`src/rtl/muldiv_sequencer.sv`:
```
// rtl/muldiv_sequencer.sv - iterative MIPS multiply/divide unit owning HI/LO
`timescale 1ns/1ps
module muldiv_sequencer #(
  parameter int WIDTH = 32,
  parameter int CNT_W = 5
) (
  input  logic             Clk,
  input  logic             Rst_n,
  input  logic [2:0]       MdOp,
  input  logic [WIDTH-1:0] OpA,
  input  logic [WIDTH-1:0] OpB,
  input  logic             HiLoRead,
  input  logic             Flush,
  output logic [WIDTH-1:0] Hi,
  output logic [WIDTH-1:0] Lo,
  output logic             Busy,
  output logic             Done,
  output logic             DivZero,
  output logic             Stall
);

  localparam logic [2:0] OP_MULT  = 3'b001;
  localparam logic [2:0] OP_MULTU = 3'b010;
  localparam logic [2:0] OP_DIV   = 3'b011;
  localparam logic [2:0] OP_DIVU  = 3'b100;
  localparam logic [2:0] OP_MTHI  = 3'b101;
  localparam logic [2:0] OP_MTLO  = 3'b110;

  typedef enum logic [1:0] {S_IDLE, S_RUN, S_FIN} state_t;

  state_t               state_q, state_d;
  logic [CNT_W-1:0]     cnt_q, cnt_d;
  logic [2*WIDTH-1:0]   acc_q, acc_d;
  logic [WIDTH-1:0]     a_q, a_d;
  logic [WIDTH-1:0]     b_q, b_d;
  logic                 is_div_q, is_div_d;
  logic                 qneg_q, qneg_d;
  logic                 rneg_q, rneg_d;
  logic                 dz_q, dz_d;
  logic [WIDTH-1:0]     hi_q, hi_d;
  logic [WIDTH-1:0]     lo_q, lo_d;
  logic                 done_q, done_d;
  logic                 divz_q, divz_d;

  logic                 is_start, is_signed, is_divop, sa, sb;
  logic [WIDTH-1:0]     abs_a, abs_b;
  logic [WIDTH:0]       mul_sum;
  logic [2*WIDTH-1:0]   mul_next;
  logic [WIDTH:0]       rem_sh, diff;
  logic                 qbit;
  logic [WIDTH-1:0]     new_rem;
  logic [2*WIDTH-1:0]   div_next;
  logic [2*WIDTH-1:0]   prod_fix;
  logic [WIDTH-1:0]     quot_fix, rem_fix;

  // Operand decode and one-bit-per-cycle multiply/divide datapath steps.
  always_comb begin
    is_start  = (MdOp == OP_MULT) || (MdOp == OP_MULTU) || (MdOp == OP_DIV) || (MdOp == OP_DIVU);
    is_signed = (MdOp == OP_MULT) || (MdOp == OP_DIV);
    is_divop  = (MdOp == OP_DIV) || (MdOp == OP_DIVU);
    sa        = is_signed & OpA[WIDTH-1];
    sb        = is_signed & OpB[WIDTH-1];
    abs_a     = sa ? (WIDTH'(0) - OpA) : OpA;
    abs_b     = sb ? (WIDTH'(0) - OpB) : OpB;

    // Shift-add: conditionally add multiplicand to the upper half, then shift right.
    mul_sum   = {1'b0, acc_q[2*WIDTH-1:WIDTH]} + (acc_q[0] ? {1'b0, a_q} : {(WIDTH+1){1'b0}});
    mul_next  = {mul_sum, acc_q[WIDTH-1:1]};

    // Restoring divide: shift next dividend bit into the remainder, trial-subtract.
    rem_sh    = {acc_q[2*WIDTH-1:WIDTH], acc_q[WIDTH-1]};
    diff      = rem_sh - {1'b0, b_q};
    qbit      = ~diff[WIDTH];
    new_rem   = qbit ? diff[WIDTH-1:0] : rem_sh[WIDTH-1:0];
    div_next  = {new_rem, acc_q[WIDTH-2:0], qbit};

    prod_fix  = qneg_q ? ((2*WIDTH)'(0) - acc_q) : acc_q;
    quot_fix  = qneg_q ? (WIDTH'(0) - acc_q[WIDTH-1:0]) : acc_q[WIDTH-1:0];
    rem_fix   = rneg_q ? (WIDTH'(0) - acc_q[2*WIDTH-1:WIDTH]) : acc_q[2*WIDTH-1:WIDTH];
  end

  // Controller: next state, iteration bookkeeping and HI/LO write-back.
  always_comb begin
    state_d  = state_q;
    cnt_d    = cnt_q;
    acc_d    = acc_q;
    a_d      = a_q;
    b_d      = b_q;
    is_div_d = is_div_q;
    qneg_d   = qneg_q;
    rneg_d   = rneg_q;
    dz_d     = dz_q;
    hi_d     = hi_q;
    lo_d     = lo_q;
    done_d   = 1'b0;
    divz_d   = 1'b0;
    case (state_q)
      S_IDLE: begin
        if (!Flush) begin
          if (is_start) begin
            state_d  = S_RUN;
            cnt_d    = '0;
            is_div_d = is_divop;
            qneg_d   = sa ^ sb;
            rneg_d   = sa;
            dz_d     = is_divop && (OpB == '0);
            b_d      = abs_b;
            if (is_divop) begin
              // Keep the raw dividend: a divide by zero returns it untouched in HI.
              a_d   = OpA;
              acc_d = {{WIDTH{1'b0}}, abs_a};
            end else begin
              a_d   = abs_a;
              acc_d = {{WIDTH{1'b0}}, abs_b};
            end
          end else if (MdOp == OP_MTHI) begin
            hi_d = OpA;
          end else if (MdOp == OP_MTLO) begin
            lo_d = OpA;
          end
        end
      end
      S_RUN: begin
        if (Flush) begin
          state_d = S_IDLE;
        end else begin
          acc_d = is_div_q ? div_next : mul_next;
          cnt_d = cnt_q + CNT_W'(1);
          if (cnt_q == CNT_W'(WIDTH-1)) state_d = S_FIN;
        end
      end
      S_FIN: begin
        state_d = S_IDLE;
        if (!Flush) begin
          done_d = 1'b1;
          if (is_div_q && dz_q) begin
            hi_d   = a_q;
            lo_d   = '1;
            divz_d = 1'b1;
          end else if (is_div_q) begin
            hi_d = rem_fix;
            lo_d = quot_fix;
          end else begin
            hi_d = prod_fix[2*WIDTH-1:WIDTH];
            lo_d = prod_fix[WIDTH-1:0];
          end
        end
      end
      default: state_d = S_IDLE;
    endcase
  end

  // State and datapath registers with synchronous active-low reset.
  always_ff @(posedge Clk) begin
    if (!Rst_n) begin
      state_q  <= S_IDLE;
      cnt_q    <= '0;
      acc_q    <= '0;
      a_q      <= '0;
      b_q      <= '0;
      is_div_q <= 1'b0;
      qneg_q   <= 1'b0;
      rneg_q   <= 1'b0;
      dz_q     <= 1'b0;
      hi_q     <= '0;
      lo_q     <= '0;
      done_q   <= 1'b0;
      divz_q   <= 1'b0;
    end else begin
      state_q  <= state_d;
      cnt_q    <= cnt_d;
      acc_q    <= acc_d;
      a_q      <= a_d;
      b_q      <= b_d;
      is_div_q <= is_div_d;
      qneg_q   <= qneg_d;
      rneg_q   <= rneg_d;
      dz_q     <= dz_d;
      hi_q     <= hi_d;
      lo_q     <= lo_d;
      done_q   <= done_d;
      divz_q   <= divz_d;
    end
  end

  assign Hi      = hi_q;
  assign Lo      = lo_q;
  assign Busy    = (state_q != S_IDLE);
  assign Done    = done_q;
  assign DivZero = divz_q;
  assign Stall   = HiLoRead & Busy;

endmodule

```
`config.mk`:
```
export PLATFORM = sky130hd
export DESIGN_NAME = muldiv_sequencer
export DESIGN_NICKNAME = d
export VERILOG_FILES = /design/src/rtl/muldiv_sequencer.sv
export SDC_FILE = /design/constraint.sdc
export NUM_CORES = 1
export LEC_CHECK = 0
export CELL_PAD_IN_SITES_DETAIL_PLACEMENT = 1
export CELL_PAD_IN_SITES_GLOBAL_PLACEMENT = 2
export CORE_MARGIN = 8
export CORE_UTILIZATION = 30
export DETAILED_ROUTE_END_ITERATION = 10
export PLACE_DENSITY = 0.73
export SLEW_MARGIN = 20
export SYNTH_ARGS = -nofsm -noshare
export SYNTH_HDL_FRONTEND = slang
export SYNTH_SLANG_ARGS = --single-unit
```
`constraint.sdc`:
```
create_clock -name Clk -period 7.7 [get_ports Clk]
set_input_delay 0.77 -clock Clk [delete_from_list [all_inputs] [get_ports Clk]]
set_output_delay 0.77 -clock Clk [all_outputs]
set_load 0.01 [all_outputs]
```
==> impl_metrics.csv, run 1 <==
group,metric,value,unit
timing,setup_tns,0,ns
synth,yosys.area.top_type,"sky130_fd_sc_hd__dfxtp_1",
setup_path,slowest_stage_delay_on_critical_path,0.48,ns
timing,min_period_over_period,59.2,%
synth,postSynthRegisterBits,205,
min_path,timing.hold.worst.start,"Lo[11]$_SDFFE_PN0P_",
synth,syn_std_cell_area,16400,um^2
synth,synthCells,2215,
setup_path,critical_path.startpoint_type,"register",
timing,rsz0062_at_grt,"no",
setup_path,end_kind,"register",
min_path,holdCritPathClass,"reg2reg",
timing,final-hold-violation-count,0,
timing,slew_headroom,32.8,%
setup_path,path_buf_inv,2,
routing,vias,17400,
routing,antenna_left,0,
synth,yosysSeqAreaShare,25.0,%
synth,asyncSetResetFlopFracSynth,0,%
pwr,leakage,7.09,nW
setup_path,crit_type,"reg2reg",
routing,remaining_drc_errors,0,
floorplanning,fp.dieW,250,um
setup_path,sequence_of_cells_on_the_critical_path,"inv_1 -> ha_1 -> fa_1 -> nand2b_1 -> a21oi_1 -> o21ai_0 -> o21ai_1 -> a21oi_1 -> o21ai_2 -> xor2_4 -> buf_4 -> mux2_2 -> a221o_1",
status,outcome,"finished, final reports clean",
global_routing,overflow,0,
clock_network,post-cts-setup-buffers,0,
clock_network,cts_max_level,1,
synth,count_of_flip_flops_with_a_built_in_enable_after_synthesis,0,
final_layout,num-fill-cells,6590,
synth,ys_warn_count,0,
setup_path,cp.required,8.14,ns
synth,leading_cell_types_by_total_area_after_synthesis,"sky130_fd_sc_hd__dfxtp_1 (25%), sky130_fd_sc_hd__a21oi_1 (6.3%), sky130_fd_sc_hd__ha_1 (5.3%)",
clock_network,clk_root_buffer_cell,"sky130_fd_sc_hd__clkbuf_16",
synth,synth_common_cells,"sky130_fd_sc_hd__nand2_1 (214), sky130_fd_sc_hd__a21oi_1 (207), sky130_fd_sc_hd__dfxtp_1 (205)",
floorplanning,floorplan.core_area,54000,um^2
floorplanning,die_h,250,um
global_routing,grt_pass1_vias,17700,
floorplanning,initial_utilization,30.4,%
clock_network,clock_tree.buffer_depth,3,
synth,syn_area_per_cell,7.42,um^2
routing,dr.pass1.iters,7,
floorplanning,dieArea,62500,um^2
pwr,power_consumption,3.29,mW
place,place_congestion,0.919,
setup_path,crit_path_max_fanout,32,
pwr,peak_vdd_ir,0.000161,V
floorplanning,num_rows,85,
final_layout,nNetsFinal,2383,
clock_network,cts_repair_resize_count,0,
synth,synth_top_area_share,25.0,%
floorplanning,floorplan.io_pins,139,
timing,hold_ws,0.457,ns
global_routing,grt_use_total,23.6,%
synth,synth_most_common_cell,"sky130_fd_sc_hd__nand2_1",
setup_path,worst_path_max_delay_cell,"sky130_fd_sc_hd__dfxtp_1",
clock_network,cts_tree,"yes",
global_routing,grt_start_max_net_pins,94,
routing,drt-total-wl,77.1,mm
final_layout,diodes,0,
routing,initialDrtViolationCount,1306,
global_routing,antenna_found_initial,2,
setup_path,crit-reg2reg-launch,"acc_q[31]$_SDFFE_PN0P_",
timing,fmaxAchievable,219,MHz
timing,clock-skew-final,0.0285,ns
flow_run,cap_violations,0,
routing,post_drt_wl_per_cell,26.1,um
setup_path,crit_path_max_delay_family,"compound AO/OA/AOI/OAI gates",
synth,synth_cell_type_count,81,
clock_network,cts_hold_buf,0,
clock_network,clk_pin_slew,0.06,ns
routing,detail_route.vias_per_cell,5.88,
timing,timing_worst_slew_pin_value,1.01,ns
global_routing,grt_first_pass_wirelength,116,mm
clock_network,tritoncts.num_buffers,27,
setup_path,worst_ep_arrival_time,5.00,ns
setup_path,r2r_slack,3.14,ns
setup_path,startpoint,"acc_q[31]$_SDFFE_PN0P_",
timing,report.final.slew_viol_count,0,
timing,setup_viol,0,
timing,min_period,4.56,ns
place,port_buffers,138,
synth,synth_flop_cell,"sky130_fd_sc_hd__dfxtp_1",
pwr,power_density,171,nW/um^2
final_layout,post_route_cells_drive_above_1_share,5.62,%
final_layout,syn_to_final_growth,16.9,%
place,hpwlAfterDp,59.0,mm
clock_network,clock_latency_on_the_worst_skew_pair,0.57,ns
clock_network,tritoncts_num_sinks,205,
setup_path,path_common_cell,"sky130_fd_sc_hd__a21oi_1",
synth,synth_nets,2358,
## layout make-up
type                       instances  area [um^2]  area share (%)
multi-input combinational       1772        11500            59.7
sequential                       205         4110            21.4
timing repair buffer             172         1640            8.52
tap                              696          871            4.53
clock buffer                      37          803            4.18
inverter                          62          235            1.22
clock inverter                    12         78.8           0.410
## routing by layer
layer | part of all wire (%) | vias up | GRT usage (%)
met5 | 0.017 | - | 0
met4 | 3.3 | 2 | 7.67
met3 | 4.5 | 111 | 2.36
met2 | 45 | 488 | 38.4
met1 | 47 | 8609 | 32.4
li1 | - | 8162 | -
## state kept, by name, indices dropped and copies added, names as in the netlist, 2 cells and up
register  cells
acc_q        64
Lo           32
state_q       2
Hi           32
a_q          32
cnt_q         5
b_q          32
## tightest hold or removal path: cells and delay by family, from the launching register on
kind	cells	cell delay, ns
flops	1	0.31
simple gates	1	0.05
compound gates	1	0.05
## stage by stage
stage / worst slack [ns] / util, % / std cells / cell area [um^2]
after global placement: 3.27 / 33.9 / 2907 / 18300
after global routing: 2.89 / 35.6 / 2956 / 19200
after floorplan: 4.28 / - / 2215 / 16400
final: 3.14 / 35.6 / 2956 / 19200
after detailed placement: 3.13 / 33.9 / 2907 / 18300
after CTS: 3.13 / 35.5 / 2956 / 19200
## kinds of logic after synthesis
kind of cell    after synthesis  share of synthesized area (%)
simple gates                715                           21.0
flops                       205                           25.0
fa+ha+maj                    72                           5.57
mux                          62                           3.82
buf+inv                     238                           5.59
compound gates              746                           29.6
xor+xnor                    177                           9.43
## cell usage in the layout, fill, tap and decap left out, drive strengths merged, types with 8 or more instances in the layout
cell type / netlist / final
or3: 50 / 50
a22oi: 21 / 21
a21oi: 207 / 207
clkbuf: 157 / 37
o22ai: 11 / 11
nand2: 214 / 214
and2: 42 / 42
nor4: 23 / 23
or4: 21 / 21
nor2b: 13 / 13
nand2b: 22 / 22
ha: 70 / 70
nand3: 45 / 45
o21a: 21 / 21
xnor2: 94 / 94
clkinv: 0 / 8
dfxtp: 205 / 205
xor2: 83 / 83
or2: 10 / 10
and3: 15 / 15
a211oi: 74 / 74
a311oi: 19 / 19
clkdlybuf4s50: 0 / 138
nor3: 40 / 40
o31ai: 24 / 24
mux2i: 56 / 56
o41ai: 15 / 15
o211ai: 27 / 27
a31oi: 17 / 17
o221ai: 36 / 36
nand4: 12 / 12
a21o: 41 / 41
buf: 19 / 34
inv: 62 / 63
o21ai: 158 / 158
a221oi: 12 / 12
nor2: 192 / 192
## where the power goes
part / internal [mW] / switching [mW]
Combinational: 0.292 / 0.506
Clock: 0.729 / 0.548
Sequential: 1.12 / 0.0927
## final timing paths
path	end	cells after the start
min	Lo[11]$_SDFFE_PN0P_	2
min reg2reg	Lo[11]$_SDFFE_PN0P_	2
max	acc_q[60]$_SDFFE_PN0P_	13
max reg2reg	acc_q[60]$_SDFFE_PN0P_	13
Note: power is estimated with default switching activity, not from simulation.
==> inputs of run 2 (changes only) <==
Clock period 7.7 ns to 4.7 ns, I/O delays scaled along.
==> run 2 against run 1 <==
  * Maximum frequency increased by 11%
  * Via count increased by 1.1%
  * Cell count is 1.1% higher
  * Sequential power up 65%
  * Clock skew fell by 0.019 ns
  * Worst hold slack better by 0.0028 ns
  * Critical endpoint unchanged
  * Sequential share of layout area is 0.45 points lower
  * Sequential cell count unchanged
  * Global-route usage grew 0.072 points
  * Register-to-register slack worse by 2.6 ns
  * Routed wire length increased by 0.24%
==> impl_metrics.csv, run 2 (synthesis results as in run 1) <==
group,metric,value,unit
status,outcome,"finished, final reports clean",
setup_path,end_kind,"register",
global_routing,grt_first_pass_wirelength,116,mm
setup_path,slowest_stage_delay_on_critical_path,0.48,ns
setup_path,worst_ep_arrival_time,4.58,ns
place,port_buffers,138,
routing,post_drt_wl_per_cell,25.9,um
place,pre_cts_setup_slack,0.599,ns
setup_path,critical_path.startpoint_type,"register",
final_layout,layout_common_cells,"sky130_fd_sc_hd__nand2_1 (214), sky130_fd_sc_hd__a21oi_1 (207), sky130_fd_sc_hd__dfxtp_1 (204), sky130_fd_sc_hd__nor2_1 (189), sky130_fd_sc_hd__o21ai_0 (152)",
global_routing,overflow,0,
pwr,seq_power_share,34.7,%
timing,final-hold-violation-count,0,
timing,setup_viol,0,
timing,timing_worst_slew_pin_value,0.830,ns
pwr,cellInternalPower,3.86,mW
floorplanning,fp.dieW,250,um
timing,min_period_over_period,87.6,%
floorplanning,floorplan.io_pins,139,
clock_network,cts_repair_resize_count,0,
floorplanning,initial_utilization,30.4,%
timing,setup_tns,0,ns
pwr,peak_vdd_ir,0.000301,V
clock_network,tritoncts.num_buffers,28,
timing,clock-skew-final,0.00991,ns
place,hpwlAfterDp,59.6,mm
timing,report.final.slew_viol_count,0,
routing,remaining_drc_errors,0,
timing,worst_setup_margin,0.582,ns
global_routing,antenna_found_initial,0,
setup_path,sequence_of_cells_on_the_critical_path,"inv_1 -> ha_1 -> fa_1 -> nand2b_1 -> a21oi_1 -> o21ai_0 -> o21ai_1 -> a21oi_1 -> o21ai_2 -> xor2_4 -> buf_4 -> mux2_2 -> a221o_1",
setup_path,worst_path_max_delay_cell,"sky130_fd_sc_hd__dfxtp_1",
setup_path,crit_path_max_fanout,9,
clock_network,clk_root_buffer_cell,"sky130_fd_sc_hd__clkbuf_16",
pwr,swShare,32.8,%
pwr,leakage,7.32,nW
final_layout,largest_reg_flops,64,
clock_network,clk_pin_slew,0.06,ns
routing,antenna_left,0,
clock_network,post-cts-setup-buffers,0,
place,place_congestion,0.896,
timing,slew_headroom,44.7,%
final_layout,num-fill-cells,6549,
clock_network,cts_tree,"yes",
final_layout,syn_to_final_growth,19.4,%
routing,detail_route.vias_per_cell,5.88,
pwr,power_density,293,nW/um^2
clock_network,cts_hold_buf,0,
clock_network,clock_latency_on_the_worst_skew_pair,0.58,ns
global_routing,grt_pass1_vias,17900,
floorplanning,num_rows,85,
floorplanning,floorplan.core_area,54000,um^2
final_layout,post_route_cells_drive_above_1_share,6.85,%
pwr,power.share.clock,42.2,%
setup_path,cp.required,5.16,ns
clock_network,clock_tree.buffer_depth,3,
final_layout,final-instance-count-excl-fill,2988,
routing,initialDrtViolationCount,1241,
floorplanning,die_h,250,um
timing,min_period,4.12,ns
pwr,power.switching,1.89,mW
timing,fmaxAchievable,243,MHz
floorplanning,dieArea,62500,um^2
min_path,holdCritPathClass,"reg2reg",
global_routing,grt_start_max_net_pins,122,
final_layout,top_register,"acc_q",
global_routing,grt_use_total,23.6,%
setup_path,path_common_cell,"sky130_fd_sc_hd__a21oi_1",
clock_network,tritoncts_num_sinks,205,
place,placed_cells,2937,
pwr,share_comb_of_total_power,23.1,%
timing,rsz0062_at_grt,"no",
flow_run,cap_violations,0,
setup_path,crit_type,"reg2reg",
final_layout,layout.cells.most_common,"sky130_fd_sc_hd__nand2_1",
final_layout,nNetsFinal,2414,
routing,drt-total-wl,77.3,mm
final_layout,final_core_utilization,36.3,%
routing,vias,17600,
clock_network,cts_max_level,1,
routing,dr.pass1.iters,5,
## run 2: changes by cell type in the layout (fill, tap and decap cells not counted)
| cell | delta |
|---|---|
| sky130_fd_sc_hd__buf_12 | +3 |
| sky130_fd_sc_hd__buf_4 | +27 |
| sky130_fd_sc_hd__bufinv_16 | +6 |
| sky130_fd_sc_hd__clkbuf_1 | +1 |
| sky130_fd_sc_hd__clkbuf_16 | +2 |
| sky130_fd_sc_hd__clkbuf_8 | -4 |
| sky130_fd_sc_hd__clkinv_2 | -1 |
| sky130_fd_sc_hd__clkinv_4 | -1 |
| sky130_fd_sc_hd__clkinvlp_4 | -2 |
| sky130_fd_sc_hd__diode_2 | +1 |
## run 2: stage by stage
step / hold slack, ns / power, mW / cell area [um^2]
5_1_grt: 0.482 / 5.98 / 19600
4_1_cts: 0.463 / 5.78 / 19600
3_3_place_gp: 0.443 / 3.32 / 18600
2_1_floorplan: 0.436 / 2.77 / 16400
3_5_place_dp: 0.447 / 3.34 / 18600
6_report: 0.460 / 5.75 / 19600
## run 2: path summary, 6_finish.rpt
path / startpoint / to / slack [ns] / cells after the start
max: acc_q[31]$_SDFFE_PN0P_ / acc_q[60]$_SDFFE_PN0P_ / 0.58 / 13
min: Lo[29]$_SDFFE_PN0P_ / Lo[29]$_SDFFE_PN0P_ / 0.46 / 2
max reg2reg: acc_q[31]$_SDFFE_PN0P_ / acc_q[60]$_SDFFE_PN0P_ / 0.58 / 13
min reg2reg: Lo[29]$_SDFFE_PN0P_ / Lo[29]$_SDFFE_PN0P_ / 0.46 / 2
## run 2: power groups by stage
stage,Clock [mW],Sequential [mW],Combinational [mW]
2_1_floorplan,0,1.93,0.846
3_5_place_dp,0,2.03,1.31
5_1_grt,2.54,2.01,1.43
4_1_cts,2.47,1.99,1.32
3_3_place_gp,0,2.03,1.30
6_report,2.42,2.00,1.33
## run 2: worst max-delay path: cells and delay by family, from the launching register on
kind	cells	cell delay, ns
DFF	1	0.48
muxes	1	0.34
buffers and inverters	2	0.36
AOI/OAI and AO/OA	6	1.73
xor gates and xnor gates	1	0.21
adders and majority gates	2	0.70
and+or+nand+nor	1	0.19
## run 2: area by class of cell
cell class                 instances  area (um^2)  share of cell area (%)
antenna                            1         2.50                  0.0128
sequential                       205         4110                    20.9
tap                              696          871                    4.44
clock buffer                      36          802                    4.09
multi-input combinational       1772        11500                    58.5
clock inverter                    14          230                    1.17
timing repair buffer             202         1900                    9.68
inverter                          62          235                    1.20
## run 2: routing by layer
layer  track usage, %  wire [um]
met4             7.32       2290
met1             31.5      35400
met2             39.8      36200
met3             2.57       3490
met5                0          0
